## config.mk

```make
export PLATFORM = sky130hd
export DESIGN_NAME = spi_reg_ctrl
export DESIGN_NICKNAME = d
export VERILOG_FILES = /design/src/rtl/spi_reg_ctrl.sv
export SDC_FILE = /design/constraint.sdc
export NUM_CORES = 1
export LEC_CHECK = 0
export ABC_CLOCK_PERIOD_IN_PS = 4500
export CORE_MARGIN = 4
export CORE_UTILIZATION = 35
export CTS_CLUSTER_SIZE = 14
export DETAILED_ROUTE_END_ITERATION = 10
export SLEW_MARGIN = 20
export SYNTH_ARGS = -nofsm -noshare
export SYNTH_HDL_FRONTEND = slang
export SYNTH_SLANG_ARGS = --single-unit
```

## constraint.sdc

```tcl
create_clock -name clk_i -period 4.5 [get_ports clk_i]
set_clock_uncertainty 0.1 [all_clocks]
set_input_delay 0.675 -clock clk_i [delete_from_list [all_inputs] [get_ports clk_i]]
set_output_delay 0.675 -clock clk_i [all_outputs]
set_load 0.005 [all_outputs]
```

## src/rtl/spi_reg_ctrl.sv

```systemverilog
// spi_reg_ctrl: turns the SPI slave byte stream into register-bus cycles.
//   clk_i/rst_i            system clock, synchronous active-high reset
//   spi_cs_i               raw chip-select (active-low, asynchronous)
//   spi_new_octet_i        byte strobe from the SPI slave (falling edge = byte done)
//   spi_rx_i / spi_tx_o    received byte / byte to shift out next
//   reg_*                  register bus: req held until ack or timeout
//   bus_err_o              sticky error (timeout, write overrun, read underrun)
//   busy_o                 frame active or bus cycle pending
module spi_reg_ctrl #(
  parameter logic [6:0]  DEV_ID  = 7'h5A,
  parameter int unsigned TIMEOUT = 63
) (
  input  logic       clk_i,
  input  logic       rst_i,
  input  logic       spi_cs_i,
  input  logic       spi_new_octet_i,
  input  logic [7:0] spi_rx_i,
  output logic [7:0] spi_tx_o,
  output logic [6:0] reg_addr_o,
  output logic [7:0] reg_wdata_o,
  output logic       reg_we_o,
  output logic       reg_req_o,
  input  logic [7:0] reg_rdata_i,
  input  logic       reg_ack_i,
  output logic       bus_err_o,
  output logic       busy_o
);

  localparam logic [7:0] TMO_LAST = 8'(TIMEOUT - 1);

  typedef enum logic [2:0] {IDLE, CMD, WR, RD_TA, RD} fstate_e;
  typedef enum logic       {B_IDLE, B_WAIT}          bstate_e;

  fstate_e    fstate_q;
  bstate_e    bstate_q;

  logic       oct_s1_q, oct_s2_q, oct_prev_q;
  logic       cs_s1_q, cs_s2_q, cs_s3_q;

  logic [7:0] tx_q;
  logic [6:0] addr_q;
  logic [7:0] wdata_q;
  logic       we_q;
  logic       req_q;
  logic       err_q;
  logic [7:0] tcnt_q;
  logic [7:0] hold_q;
  logic       pf_valid_q;

  logic       byte_ev;
  logic       frame_ev;
  logic       bus_idle;
  logic       bus_tmo;
  logic       launch;
  logic       launch_we;
  logic       err_set;
  logic       err_clr;
  logic       addr_load;

  always_comb begin
    byte_ev   = oct_prev_q & ~oct_s2_q;
    // CS takes one more flop than the strobe, so a byte finishing at CS rise
    // is seen here before the frame is torn down.
    frame_ev  = byte_ev & ~cs_s3_q;
    bus_idle  = (bstate_q == B_IDLE);
    bus_tmo   = (bstate_q == B_WAIT) && !reg_ack_i && (tcnt_q == TMO_LAST);
    launch    = 1'b0;
    launch_we = 1'b0;
    err_set   = 1'b0;
    err_clr   = 1'b0;
    addr_load = 1'b0;
    if (frame_ev) begin
      case (fstate_q)
        CMD: begin
          err_clr   = 1'b1;
          addr_load = 1'b1;
          if (spi_rx_i[7]) begin
            launch  = bus_idle;
            err_set = !bus_idle;
          end
        end
        WR: begin
          launch    = bus_idle;
          launch_we = bus_idle;
          err_set   = !bus_idle;
        end
        RD_TA, RD: begin
          launch    = bus_idle;
          err_set   = !pf_valid_q;
          addr_load = pf_valid_q;
        end
        default: ;
      endcase
    end
  end

  always_ff @(posedge clk_i) begin
    if (rst_i) begin
      fstate_q   <= IDLE;
      bstate_q   <= B_IDLE;
      oct_s1_q   <= 1'b0;
      oct_s2_q   <= 1'b0;
      oct_prev_q <= 1'b0;
      cs_s1_q    <= 1'b1;
      cs_s2_q    <= 1'b1;
      cs_s3_q    <= 1'b1;
      tx_q       <= {1'b0, DEV_ID};
      addr_q     <= '0;
      wdata_q    <= '0;
      we_q       <= 1'b0;
      req_q      <= 1'b0;
      err_q      <= 1'b0;
      tcnt_q     <= '0;
      hold_q     <= '0;
      pf_valid_q <= 1'b0;
    end else begin
      oct_s1_q   <= spi_new_octet_i;
      oct_s2_q   <= oct_s1_q;
      oct_prev_q <= oct_s2_q;
      cs_s1_q    <= spi_cs_i;
      cs_s2_q    <= cs_s1_q;
      cs_s3_q    <= cs_s2_q;

      if (err_set || bus_tmo) begin
        err_q <= 1'b1;
      end else if (err_clr) begin
        err_q <= 1'b0;
      end

      // Frame FSM
      if (fstate_q != IDLE && cs_s3_q) begin
        fstate_q   <= IDLE;
        pf_valid_q <= 1'b0;
      end else begin
        case (fstate_q)
          IDLE: begin
            tx_q       <= {err_q, DEV_ID};
            pf_valid_q <= 1'b0;
            if (!cs_s3_q) begin
              fstate_q <= CMD;
            end
          end
          CMD: begin
            if (byte_ev) begin
              addr_q <= spi_rx_i[6:0];
              if (spi_rx_i[7]) begin
                fstate_q   <= RD_TA;
                tx_q       <= 8'hFF;
                pf_valid_q <= 1'b0;
              end else begin
                fstate_q <= WR;
              end
            end
          end
          WR: begin
            if (byte_ev && bus_idle) begin
              wdata_q <= spi_rx_i;
            end
          end
          RD_TA, RD: begin
            if (byte_ev) begin
              fstate_q   <= RD;
              pf_valid_q <= 1'b0;
              if (pf_valid_q) begin
                tx_q   <= hold_q;
                addr_q <= addr_q + 7'd1;
              end else begin
                tx_q <= 8'hFF;
              end
            end
          end
          default: fstate_q <= IDLE;
        endcase
      end

      // Bus FSM; a completing read sets the prefetch after any frame-side clear
      case (bstate_q)
        B_IDLE: begin
          if (launch) begin
            bstate_q <= B_WAIT;
            req_q    <= 1'b1;
            we_q     <= launch_we;
            tcnt_q   <= '0;
          end
        end
        B_WAIT: begin
          if (reg_ack_i || bus_tmo) begin
            bstate_q <= B_IDLE;
            req_q    <= 1'b0;
            we_q     <= 1'b0;
            if (we_q) begin
              if (!addr_load) begin
                addr_q <= addr_q + 7'd1;
              end
            end else begin
              hold_q     <= reg_ack_i ? reg_rdata_i : 8'hFF;
              pf_valid_q <= 1'b1;
            end
          end else begin
            tcnt_q <= tcnt_q + 8'd1;
          end
        end
        default: bstate_q <= B_IDLE;
      endcase
    end
  end

  assign spi_tx_o    = tx_q;
  assign reg_addr_o  = addr_q;
  assign reg_wdata_o = wdata_q;
  assign reg_we_o    = we_q;
  assign reg_req_o   = req_q;
  assign bus_err_o   = err_q;
  assign busy_o      = (fstate_q != IDLE) || (bstate_q == B_WAIT);

endmodule

```

Word-level counts from Yosys, hierarchy flattened
Index checks and enable logic that the tools add are counted.
W data, S select, Z words.
{"block": "classes", "addsub": 2, "eq_ne": 12, "n_reduce_logical": 22, "mux": 53, "bitwise": 8}
{"op": "$mux W7", "count": 8}
{"op": "$mux W8", "count": 7}
{"op": "$mux W1", "count": 24}
{"op": "$pmux W8 S3", "count": 1}
{"op": "$pmux W8 S2", "count": 1}
{"op": "$pmux W7 S2", "count": 1}
{"op": "$pmux W3 S4", "count": 1}
{"op": "$ne A2 B2 Y1 const B", "count": 5}
{"op": "$pmux W1 S2", "count": 5}
{"op": "$mux W3", "count": 3}
{"op": "$add A8 B1 Y8 const B", "count": 1}
{"op": "$eq A8 B6 Y1 const B", "count": 1}
{"op": "$add A7 B1 Y7 const B", "count": 1}
{"op": "$eq A3 B2 Y1 const B", "count": 2}
{"op": "$not A1 Y1", "count": 6}
{"op": "$pmux W1 S3", "count": 2}
{"op": "$reduce_and A3 Y1", "count": 2}
{"op": "$reduce_bool A3 Y1", "count": 2}
{"op": "$reduce_and A5 Y1", "count": 1}
{"op": "$logic_and A1 B1 Y1", "count": 4}
{"op": "$ne A2 B1 Y1 const B", "count": 2}
{"op": "$reduce_and A2 Y1", "count": 2}
{"op": "$reduce_and A4 Y1", "count": 1}
{"op": "$reduce_or A2 Y1", "count": 2}
{"op": "8 further kinds", "count": 12}
{"block": "totals", "reg_bits": 53, "word_cells": 114, "out_inout_bits": 27, "input_bits": 21}

Longest topological paths before layout
Gate-level depths: netlist of run 1.
{"block": "depth", "ltp_word": 9, "mapped_depth": 8}

Worst setup path after synthesis of run 1
No wires, ideal clock.
{"block": "synth_path", "path_type": "input to register", "from": "input reg_ack_i", "to": "register addr_q[6], in the netlist reg_addr_o[6]", "n_path_buf": 1, "setup_slack_ns": 2.466, "setup_time_ns": 0.092, "stages": 5, "t_required_ns": 4.308, "arrival_ns": 1.842, "cell_sequence": "clkbuf_1 -> a22oi_2 -> or3b_1 -> o21a_2 -> o32ai_1"}
{"block": "synth_between", "elab_chain_len": 6}
{"element": "start, declared", "line_no": "24", "source": "input logic reg_ack_i,"}
{"element": "$logic_not A1 Y1", "line_no": "66", "source": "bus_tmo = (bstate_q == B_WAIT) && !reg_ack_i && (tcnt_q == TMO_LAST);"}
{"element": "$logic_and A1 B1 Y1 (2 in a row)", "line_no": "66"}
{"element": "$logic_or A1 B1 Y1 (*)", "line_no": "187", "source": "if (reg_ack_i || bus_tmo) begin"}
{"element": "$mux W7 (*)", "line_no": "187"}
{"element": "$mux W7 (*)", "line_no": "177", "source": "case (bstate_q)"}
{"element": "end signal, assigned", "line_no": "145", "source": "addr_q <= spi_rx_i[6:0];"}
{"element": "end signal, assigned", "line_no": "166", "source": "addr_q <= addr_q + 7'd1;"}
{"element": "end signal, assigned", "line_no": "193", "source": "addr_q <= addr_q + 7'd1;"}
{"element": "end, declared", "line_no": "41", "source": "logic [6:0] addr_q;"}
Mark *: on every way between the ends. The rest lies on a longest branch, timed or not.
A chain may end at the register's enable or synchronous reset.

Worst setup path after layout of run 1
{"block": "layout_path", "from": "register fstate_q[0]", "to": "output busy_o"}
{"block": "layout_between", "elab_chain_len": 2}
{"element": "start, declared", "line_no": "34", "source": "fstate_e fstate_q;"}
{"element": "start signal, assigned", "line_no": "99", "source": "fstate_q <= IDLE;"}
{"element": "start signal, assigned", "line_no": "132", "source": "fstate_q <= IDLE;"}
{"element": "start signal, assigned", "line_no": "140", "source": "fstate_q <= CMD;"}
{"element": "$reduce_bool A3 Y1", "line_no": "214", "source": "assign busy_o = (fstate_q != IDLE) || (bstate_q == B_WAIT);"}
{"element": "$logic_or A1 B1 Y1", "line_no": "214"}
{"element": "end, declared", "line_no": "26", "source": "output logic busy_o"}
Every way passes these cells.

==> metrics.csv, run 1 <==
metric;value;unit
crit_type;register to primary output;
post-place-cells;403;
p_per_area;262;mW/mm2
netlist_area;0.00245;mm2
arrival;1.94;ns
seqCellArea;0.00106;mm2
nets;338;
avgRoutedWirePerCell;14.1;um
rsz0062_at_grt;false;
ioPinCount;48;
finalCriticalPeriod;2.71;ns
cts.repair.resized;0;
drc;0;
grt_max_degree;27;
layout-drive-gt1-share;6.98;%
slowest_stage;dfxtp_1;
slowest_delay;0.82;ns
start_util;36.0;%
layout.cells.non_filler;411;
worstSetupEndpointType;primary output;
numCtsBuffers;5;
cts.sinks;53;
finalSetupTns;0;ns
clockBufferDepth;2;
portBuffers;47;
drt_iter0_drc;112;
tightest_slew;0.984;ns
clk_latency;0.31;ns
grt_pass1_vias;2054;
cp.required;3.72;ns
crit_fanout;23;
synth_area_per_cell;8.96;um2
antenna_cells;0;
track_usage;14.3;%
pwr-share-seq;58.9;%
utilization;45.3;%
drt_first_pass_iters;4;
die_h;91.6;um
synthDistinctLibCells;48;
yosysSeqAreaShare;43.4;%
crit_path_cell_trace;nor2_1 -> nand3_1 -> clkdlybuf4s50_1;
fillers;682;
dieArea;0.00839;mm2
synth_ff_type;dfxtp_1;
via_count;2069;
combPwrFrac;5.8;%
hold_class;register to register;
swShare;22.7;%
num_rows;30;
internal-power;0.624;mW
max_slew_margin;34.2;%
finalCritPeriodShare;60.3;%
via_per_inst;5.03;
drv_slew;0;
ctsHoldBuffers;0;
ys_ff_latch;53;
grt_pass1_wl;9710;um
routed_wl;5790;um
path_buf_inv;1;
cp_top_family;flip-flops;
maxCapViolations;0;
place.gp.congestion;0.784;
htreeDepth;2;
syn_inst;273;
leakage;1.08;nW
hold_violations;0;
antenna_found_initial;0;
cp-start-kind;register;
clkPwrFrac;35.3;%
coreArea;0.00679;mm2
async_reset_ff_share;0;%
clkTransAtPathRegs;0.10;ns
hpwl;4100;um
synth_warnings;0;
synth_edf_count;0;
max-vdd-ir-drop;0.146;mV
post_cts_buffers;0;
status;finished, final reports clean;
root_buffer;clkbuf_8;
cts_tree;done;
multi_input_area;0.00126;mm2
fmax;0.369;GHz
die_w;91.6;um
synth.net_count;297;
antenna_left;0;
overflow;0;
setup_violations;0;
switching_power;0.183;mW
syn_to_final_growth;25.7;%
-- final cells by class --
class / instances / area share, %
Inverter: 15 / 1.83
Tap cell: 96 / 3.90
Multi-Input combinational cell: 191 / 41.1
Clock inverter: 2 / 0.447
Timing Repair Buffer: 48 / 15.5
Clock buffer: 6 / 2.68
Sequential cell: 53 / 34.5
-- worst paths after layout --
check	slack, ns	to	startpoint	depth (start not counted)
setup reg to reg	2.08	reg_addr_o[5]$_SDFF_PP0_	fstate_q[0]$_SDFFE_PP0P_	5
hold / removal	0.32	cs_s3_q$_SDFF_PP1_	cs_s2_q$_SDFF_PP1_	1
hold reg to reg	0.32	cs_s3_q$_SDFF_PP1_	cs_s2_q$_SDFF_PP1_	1
setup / recovery	1.79	busy_o	fstate_q[0]$_SDFFE_PP0P_	3
-- cells in the mapped netlist, drive strengths merged, types with 3 or more instances --
library cell	n	area, um2
nor2b	3	18.8
a22oi	8	65.1
or3b	4	35.0
o21ai	8	40.0
nand4	3	18.8
a21oi	17	92.6
nand3	7	35.0
nand3b	3	22.5
a31oi	3	18.8
xnor2	4	35.0
dfxtp	53	1060
mux2i	9	90.1
nor3	11	55.1
a211oi	4	42.5
nand2b	8	50.1
and3	3	18.8
a311oi	8	70.1
o32ai	7	61.3
inv	15	56.3
or2	3	18.8
buf	6	35.0
ha	3	37.5
nand2	13	48.8
o21bai	5	37.5
nor2	32	130
xor2	8	70.1
clkbuf	8	30.0
-- placed cells by master, fill, tap and decap left out, types with 4 or more instances in the layout --
cell	synthesis	layout
dfxtp_1	53	53
clkdlybuf4s50_1	0	47
nor2_1	30	30
inv_1	15	15
a21oi_1	15	15
nand2_1	13	13
nor3_1	11	11
mux2i_1	9	9
nand2b_1	8	8
o21ai_0	8	8
xor2_1	8	8
a311oi_1	8	8
nand3_1	7	7
a22oi_1	7	7
o32ai_1	7	7
clkbuf_8	0	6
o21bai_1	5	5
xnor2_1	4	4
-- metrics by stage --
| stage | area, um2 | setup WS [ns] | hold slack [ns] | total power, mW |
|---|---|---|---|---|
| 6_report | 3080 | 1.79 | 0.317 | 0.807 |
| 2_1_floorplan | 2450 | 2.47 | 0.289 | 0.506 |
| 4_1_cts | 3080 | 1.77 | 0.318 | 0.815 |
| 5_1_grt | 3080 | 1.60 | 0.343 | 0.838 |
| 3_5_place_dp | 2980 | 1.88 | 0.294 | 0.534 |
| 3_3_place_gp | 2980 | 1.87 | 0.293 | 0.533 |
-- kinds of logic (layout without fill, tap and decap cells) --
kind of cell | count (synthesis) | in the layout | synth area share, %
mux | 9 | 9 | 3.68
fa+ha+maj | 3 | 3 | 1.53
flops | 53 | 53 | 43.4
simple gates | 98 | 98 | 21.4
xor+xnor | 12 | 12 | 4.29
buf+inv | 29 | 71 | 4.96
compound gates | 69 | 69 | 20.8
-- routing by layer --
metal	up-vias	track usage, %	routed length (um)
met2	45	22.5	2630
met1	961	19.1	2800
met3	6	3.53	285
li1	1057	-	-
met5	-	0	0
met4	0	4.65	72
-- power by group through the flow --
stage                     Clock, mW  Combinational (mW)  Sequential (mW)
after global placement            0              0.0467            0.487
after detailed placement          0              0.0472            0.487
after floorplan                   0              0.0208            0.485
after CTS                     0.292              0.0473            0.476
after global routing          0.310              0.0512            0.477
final                         0.285              0.0467            0.476
-- registers in the layout, summed over array words and instances, names as in the netlist --
name         flops
cs_s1_q          1
oct_s2_q         1
bstate_q         1
bus_err_o        1
cs_s2_q          1
spi_tx_o         8
oct_s1_q         1
oct_prev_q       1
reg_we_o         1
pf_valid_q       1
cs_s3_q          1
reg_req_o        1
reg_addr_o       7
reg_wdata_o      8
fstate_q         3
hold_q           8
tcnt_q           8
(Power assumes the default switching activity.)
==> run 2: changes to the inputs <==
- ABC_CLOCK_PERIOD_IN_PS: 4500 -> 2200
- clock period: 4.5 -> 2.2 ns (I/O delays scaled with it)
==> metrics.csv, run 2 (synthesis gave the netlist of run 1 again) <==
metric;value;unit
die_w;91.6;um
grt_busiest_layer;met2;
grt_use_met1;20.0;%
fillers;659;
placed_area;0.00309;mm2
finalCritPeriodShare;92.6;%
multi_input_area;0.00126;mm2
num_rows;30;
crit_path_cell_trace;or3b_1 -> a31o_4 -> or3b_1 -> o21a_2 -> o32ai_1;
overflow;0;
finalSetupTns;0;ns
r2r-start;cs_s3_q$_SDFF_PP1_;
clockBufferDepth;2;
crit_fanout;8;
root_buffer;clkbuf_8;
use_met3;3.12;%
cts.sinks;53;
setup_violations;0;
ctsHoldBuffers;0;
place.gp.congestion;0.857;
mostFrequentLayoutCell;dfxtp_1;
cp_top_family;simple AND/OR/NAND/NOR gates;
worstSetupEndpointType;register;
syn_to_final_growth;30.9;%
routed_wl;6010;um
max_slew_margin;74.2;%
clk_latency;0.31;ns
hold_end;cs_s2_q$_SDFF_PP1_;
hold_violations;0;
grt_max_degree;22;
cp-start-kind;register;
final_cell_mix;52 x dfxtp_1, 47 x clkdlybuf4s50_1, 30 x nor2_1;
seqCellArea;0.00106;mm2
max-vdd-ir-drop;0.260;mV
hold_class;register to register;
antenna_found_initial;0;
drt_iter0_drc;57;
grt_pass1_wl;9940;um
rsz0062_at_grt;false;
antenna_cells;0;
nets;352;
arrival;2.15;ns
via_count;2116;
crit_top_cell;or3b_1;
crit_type;register to register;
drt_first_pass_iters;5;
grt_pass1_vias;2016;
die_h;91.6;um
coreArea;0.00679;mm2
track_usage;14.5;%
layout-drive-gt1-share;10.9;%
drv_slew;0;
reg2regPathDepth;5;
antenna_left;0;
r2r-end;reg_addr_o[5]$_SDFF_PP0_;
status;finished, final reports clean;
cts_tree;done;
finish.instance_area;0.00320;mm2
ioPinCount;48;
portBuffers;47;
hpwl;4410;um
r2r_slack;0.16;ns
htreeDepth;2;
path_buf_inv;0;
min-delay-start;cs_s1_q$_SDFF_PP1_;
utilization;47.1;%
slowest_stage;dfxtp_1;
slowest_delay;0.44;ns
clkTransAtPathRegs;0.09;ns
dieArea;0.00839;mm2
maxCapViolations;0;
drc;0;
cp.required;2.32;ns
leakage;1.16;nW
via_per_inst;4.98;
met2_usage;23.0;%
finalCriticalPeriod;2.04;ns
p_per_area;552;mW/mm2
numCtsBuffers;5;
holdPathStages;1;
fmax;0.491;GHz
start_util;36.0;%
avgRoutedWirePerCell;14.1;um
tightest_slew;0.386;ns
-- run 2: changes by cell type in the layout (fill, tap and decap cells not counted), sizes merged --
cell | previous run | this run
clkbuf | 6 | 7
bufinv | 0 | 1
buf | 1 | 15
clkinv | 2 | 0
-- run 2: final cells by class --
| cell class | instances | share of cell area (%) |
|---|---|---|
| clock buffers | 7 | 2.70 |
| clock inverters | 1 | 0.938 |
| inverters | 15 | 1.76 |
| multi-input cells | 191 | 39.5 |
| flip-flops and latches | 53 | 33.2 |
| well taps | 96 | 3.75 |
| repair buffers | 62 | 18.2 |
-- run 2: power by group --
group / leakage (nW) / switching [mW] / total, mW / internal, mW
registers: 0.429 / 0.00570 / 0.972 / 0.966
logic: 0.676 / 0.0436 / 0.103 / 0.0593
clock network: 0.0585 / 0.323 / 0.695 / 0.372
-- run 2: what timing repair did --
| item | CTS | global route |
|---|---|---|
| setup buffers | 0 | 0 |
| gates resized for setup | 0 | 1 |
| endpoints found under the setup margin | 0 | 1 |
-- run 2: layer usage --
metal / wire length (um) / part of all wire [%] / vias to the layer above
met5: 0 / 0 / -
met4: 64 / 1.1 / 0
met3: 264 / 4.4 / 5
met2: 2780 / 46 / 44
met1: 2900 / 48 / 975
li1: - / - / 1092
-- run 2: worst max path at each step --
stage,start,end,cells after the start
floorplan,tcnt_q[0]$_SDFFE_PP0P_,reg_addr_o[6]$_SDFF_PP0_,7
global placement,fstate_q[2]$_SDFFE_PP0P_,spi_tx_o[7]$_SDFFE_PP0P_,5
detailed placement,reg_ack_i,reg_addr_o[4]$_SDFF_PP0_,5
CTS,fstate_q[1]$_SDFFE_PP0P_,busy_o,3
global route,fstate_q[2]$_SDFFE_PP0P_,reg_addr_o[5]$_SDFF_PP0_,5
finish,cs_s3_q$_SDFF_PP1_,reg_addr_o[5]$_SDFF_PP0_,5
-- run 2: metrics by stage --
step | hold slack [ns] | power [mW] | std cells | setup WS, ns
2_1_floorplan | 0.289 | 1.04 | 273 | 0.397
3_3_place_gp | 0.292 | 1.10 | 417 | 0.209
3_5_place_dp | 0.297 | 1.10 | 417 | 0.205
4_1_cts | 0.319 | 1.78 | 425 | 0.132
5_1_grt | 0.336 | 1.83 | 425 | 0.0194
6_report | 0.316 | 1.77 | 425 | 0.162
==> RTL change 1: new RTL, flow settings as in run 2 <==
Encoding of `fstate_e`: now one-hot (5 bits for 5 states).
--- a/src/rtl/spi_reg_ctrl.sv
+++ b/src/rtl/spi_reg_ctrl.sv
@@ -30,3 +30,3 @@
 
-  typedef enum logic [2:0] {IDLE, CMD, WR, RD_TA, RD} fstate_e;
+  typedef enum logic [4:0] {IDLE = 5'b00001, CMD = 5'b00010, WR = 5'b00100, RD_TA = 5'b01000, RD = 5'b10000} fstate_e;
   typedef enum logic       {B_IDLE, B_WAIT}          bstate_e;
Check against the original RTL: no difference found for any inputs over 10 cycles, from zero or initial values and one cycle with rst_i high; not proved beyond that.
==> RTL change 1 against run 2 <==
  * Count of clock-buffer cells in the layout shrank 1
  * Combinational power rose by 84%
  * Worst setup slack lost 0.053 ns
  * Sequential power rose by 4%
  * Cell area increased by 9.6%
  * Utilization up 0.75 points
  * Cell count up 9.9%
  * Sequential cell count is 2 higher
  * Synthesized area is 9.0% higher
  * Global-route usage is 1.1 points higher
  * Via count rose by 17%
  * Wire length increased by 16%
  * Total power increased by 13%
  * Critical path depth is 1 higher
==> RTL change 1: results (changes against run 2) <==
status=completed; Slew HR=59.63% (-15 points); Hold Slack=0.3176 ns (+0.002003 ns); post-synthesis compound-gate area fraction=21.81% (+1.0 points); post-synth cell types=57 (+19%); sequential area share after synthesis=41.28% (-2.1 points); post-synth net total=333 (+12%); fillers=728 (+10%); average wire per standard cell=14.97 µm (+5.9%); GRT Util Overall=15.59% (+1.1 points); post-synthesis adder-cell area fraction=1.407% (-0.13 points); drt via density=5.308 (+6.6%); Sw Ratio=22.50% (+1.5 points); mux cell area share after synthesis=4.550% (+0.87 points); routability cong.=0.9180 (+7.1%); Commonest cells post-synth=55 x dfxtp_1, 30 x nor2_1, 20 x inv_1; Worst R2R Setup Slack=0.11 ns (-0.05 ns); Synth Area in XOR/XNOR=1.313% (-3.0 points); top cells by area, synth=dfxtp_1 41%, nor2_1 4.2%, mux2i_1 4.1%, a21oi_1 3.6%, inv_1 2.8%; initial drt markers=152 (+170%); DRT Pass-1 Iters=4 (-1); Final nets=391 (+11%); largest net degree at the start of global routing=47 (+110%); layout cells sized above 1=13.04% (+2.1 points); HPWL after DPL=5164 µm (+17%); post_cts resized=3 (+3); WP data arrival=2.24 ns (+0.09 ns); Crit Path Max Fanout=11 (+3); Place WS=-0.04854 ns (-0.2536 ns); Max IR drop VDD=0.2745 mV (+5.6%)
## RTL change 1: changes by cell type in the layout (fill, tap and decap cells not counted), moves of 4 or more
| cell | delta |
|---|---|
| o32ai_1 | -6 |
| inv_1 | +5 |
| o22ai_1 | +5 |
| xor2_1 | -6 |
| o2111ai_1 | +5 |
| o31ai_1 | +4 |
| a22oi_1 | -4 |
| o21bai_1 | -5 |
| or3_1 | +8 |
## RTL change 1: per-stage QoR
stage          std cells  power (W)  instance area [µm²]  setup TNS [ns]  utilization (%)
2_1_floorplan        309   0.001137                 2668               0                -
3_3_place_gp         459   0.001223                 3353               0            45.74
3_5_place_dp         459   0.001223                 3353         -0.1043            45.74
4_1_cts              467   0.002011                 3496               0            47.69
5_1_grt              467   0.002062                 3511               0            47.89
6_report             467   0.001994                 3511               0            47.89
## RTL change 1: area by class of cell
class                   instances  area share (%)
clock buffers                   6           2.067
clock inverters                 2           1.711
inverters                      20           2.138
multi-input cells             219           41.23
flip-flops and latches         55           31.50
well taps                      99           3.528
repair buffers                 66           17.82
## RTL change 1: routing by layer
layer	vias to the layer above	routed length [µm]	track usage, %
met1	1169	3281	20.05
met3	11	299	3.473
li1	1247	-	-
met4	0	146	6.130
met5	-	0	0
met2	52	3264	25.31
## RTL change 1: logic make-up (layout without fill, tap and decap cells)
logic type,count (synthesis),in the layout
AOI/OAI and AO/OA,83,83
buffers and inverters,35,94
and+or+nand+nor,117,117
xor gates and xnor gates,4,4
adders and majority gates,3,3
DFF,55,55
muxes,12,12
## RTL change 1: critical path, cell delays in order, from the launching register on
cell and delay, ns:
dfxtp_2 0.41, or3b_4 0.42, nor4_4 0.33, a211oi_2 0.09, buf_4 0.18, or3_1 0.35, a21oi_1 0.14
## RTL change 1: power by group through the flow
stage	sequential, W	clock (W)	combinational, W
after floorplan	0.00103	0	0.000104
after global placement	0.00104	0	0.000187
after detailed placement	0.00104	0	0.000188
after CTS	0.00101	0.000809	0.000189
after global routing	0.00102	0.000841	0.000206
final	0.00101	0.000791	0.000190
## RTL change 1: final timing paths
| check | startpoint | to | depth (start not counted) |
|---|---|---|---|
| setup / recovery | fstate_q[1] | tcnt_q[5] | 6 |
| hold / removal | cs_s2_q | cs_s3_q | 1 |
| setup reg to reg | fstate_q[1] | tcnt_q[5] | 6 |
| hold reg to reg | cs_s2_q | cs_s3_q | 1 |
==> RTL change 2: new RTL, settings of run 2 <==
Without the edit above. Set the parameter `TIMEOUT` to 47 (it was 63).
--- a/src/rtl/spi_reg_ctrl.sv
+++ b/src/rtl/spi_reg_ctrl.sv
@@ -10,3 +10,3 @@
   parameter logic [6:0]  DEV_ID  = 7'h5A,
-  parameter int unsigned TIMEOUT = 63
+  parameter int unsigned TIMEOUT = 47
 ) (
Check against the original RTL: no difference found for any inputs over 10 cycles, from zero or initial values and one cycle with rst_i high; that may be too few to reach the edited logic, so the function may still have changed.
==> RTL change 2 against run 2 <==
  * Critical path depth is 2 higher
  * Largest power group unchanged
  * Synthesized area is 2.1% higher
  * Wire length is 2.0% higher
  * Worst setup slack worse by 0.0020 ns
  * Sequential cell count stayed put
  * Total power is 9.6% lower
  * Cell area is 1.3% higher
  * Highest routed layer unchanged
  * Cell count is 5.4% higher
==> RTL change 2: results (changes against run 2) <==
first-pass GRT wire length=10060 µm (+1.2%); Root Driver=clkbuf_8; leak pwr=1.170 nW (+0.53%); initial antenna violation count=0 (unchanged); Clock Latency Late Sink=0.30 ns; routability cong.=0.8161 (-4.8%); class of the worst hold path=reg -> reg; DP Cell Count=440 (+5.5%); status=completed; ys flop type=dfxtp_1; Final nets=375 (+6.5%); Clock Pin Slew Worst Setup and Hold Paths=0.10 ns; Crit Path Max Fanout=5 (-3); vias in the first global route=2195 (+8.9%); Commonest cells post-synth=53 x dfxtp_1, 33 x nor2_1, 28 x a21oi_1; Place WS=0.08785 ns (-0.1172 ns); via count=2279 (+7.7%); reg2reg start=tcnt_q[0]; Post-CTS Setup Bufs=0 (unchanged); CTS Buffer Depth=2 (unchanged); post-synth cell types=49 (+2.1%); WP data arrival=2.12 ns (-0.03 ns); Buffers on Ports=47 (unchanged); drt via density=5.087 (+2.2%); layout cells sized above 1=11.65% (+0.71 points); largest net degree at the start of global routing=23 (+4.5%); DRT Pass-1 Iters=4 (-1); sequential area share after synthesis=42.46% (-0.89 points); GRT Util Overall=14.40% (-0.10 points); Slew HR=68.72% (-5.5 points); dpl cell area=3149 µm² (+2.1%); HPWL after DPL=4499 µm (+2.0%); top cells by area, synth=dfxtp_1 42%, a21oi_1 5.6%, nor2_1 5.0%, mux2i_1 4.0%, a311oi_1 2.8%; post-synth net total=321 (+8.1%); post-synthesis cell count=297 (+8.8%); CP Launch Type=flip-flop; initial drt markers=98 (+72%); Total Wirelength=6126 µm (+2.0%); Max IR drop VDD=0.2622 mV (+0.89%)
==> RTL change 2: final timing paths <==
| check | end | depth (start not counted) | slack, ns |
|---|---|---|---|
| setup / recovery | reg_addr_o[2] | 7 | 0.16 |
| hold / removal | cs_s2_q | 1 | 0.31 |
| setup reg to reg | reg_addr_o[2] | 7 | 0.16 |
| hold reg to reg | cs_s2_q | 1 | 0.31 |
==> RTL change 2: final cells by class <==
type | count | area (µm²)
fillers | 678 | 3626
well taps | 96 | 120.1
clock inverters | 3 | 17.52
inverters | 16 | 60.06
multi-input cells | 206 | 1284
flip-flops and latches | 53 | 1062
clock buffers | 5 | 68.82
repair buffers | 69 | 630.6
==> RTL change 2: power breakdown <==
group	switching (W)	internal (W)	total, W
clock	0.000321	0.000221	0.000542
combinational	0.0000426	0.0000495	0.0000921
sequential	0.00000252	0.000963	0.000966
==> RTL change 2: layer usage <==
layer	up-vias	track usage [%]	wire [µm]
met4	0	4.950	85
met3	7	3.818	337
met5	-	0	0
met1	1053	18.16	2881
li1	1169	-	-
met2	50	23.69	2821
==> RTL change 2: worst max-delay path, stage by stage, from the launching register on <==
cell,delay [ns]
dfxtp_1,0.34
inv_1,0.05
ha_1,0.20
and4b_1,0.21
a22o_1,0.25
and2_1,0.20
mux2i_1,0.39
o32ai_1,0.16
==> RTL change 2: logic make-up (layout without fill, tap and decap cells) <==
group | count (synthesis) | in the layout | synth area share [%]
buf+inv | 38 | 93 | 6.410
fa+ha+maj | 3 | 3 | 1.502
simple gates | 109 | 109 | 23.29
compound gates | 78 | 78 | 20.23
xor+xnor | 6 | 6 | 2.103
flops | 53 | 53 | 42.46
mux | 10 | 10 | 4.006
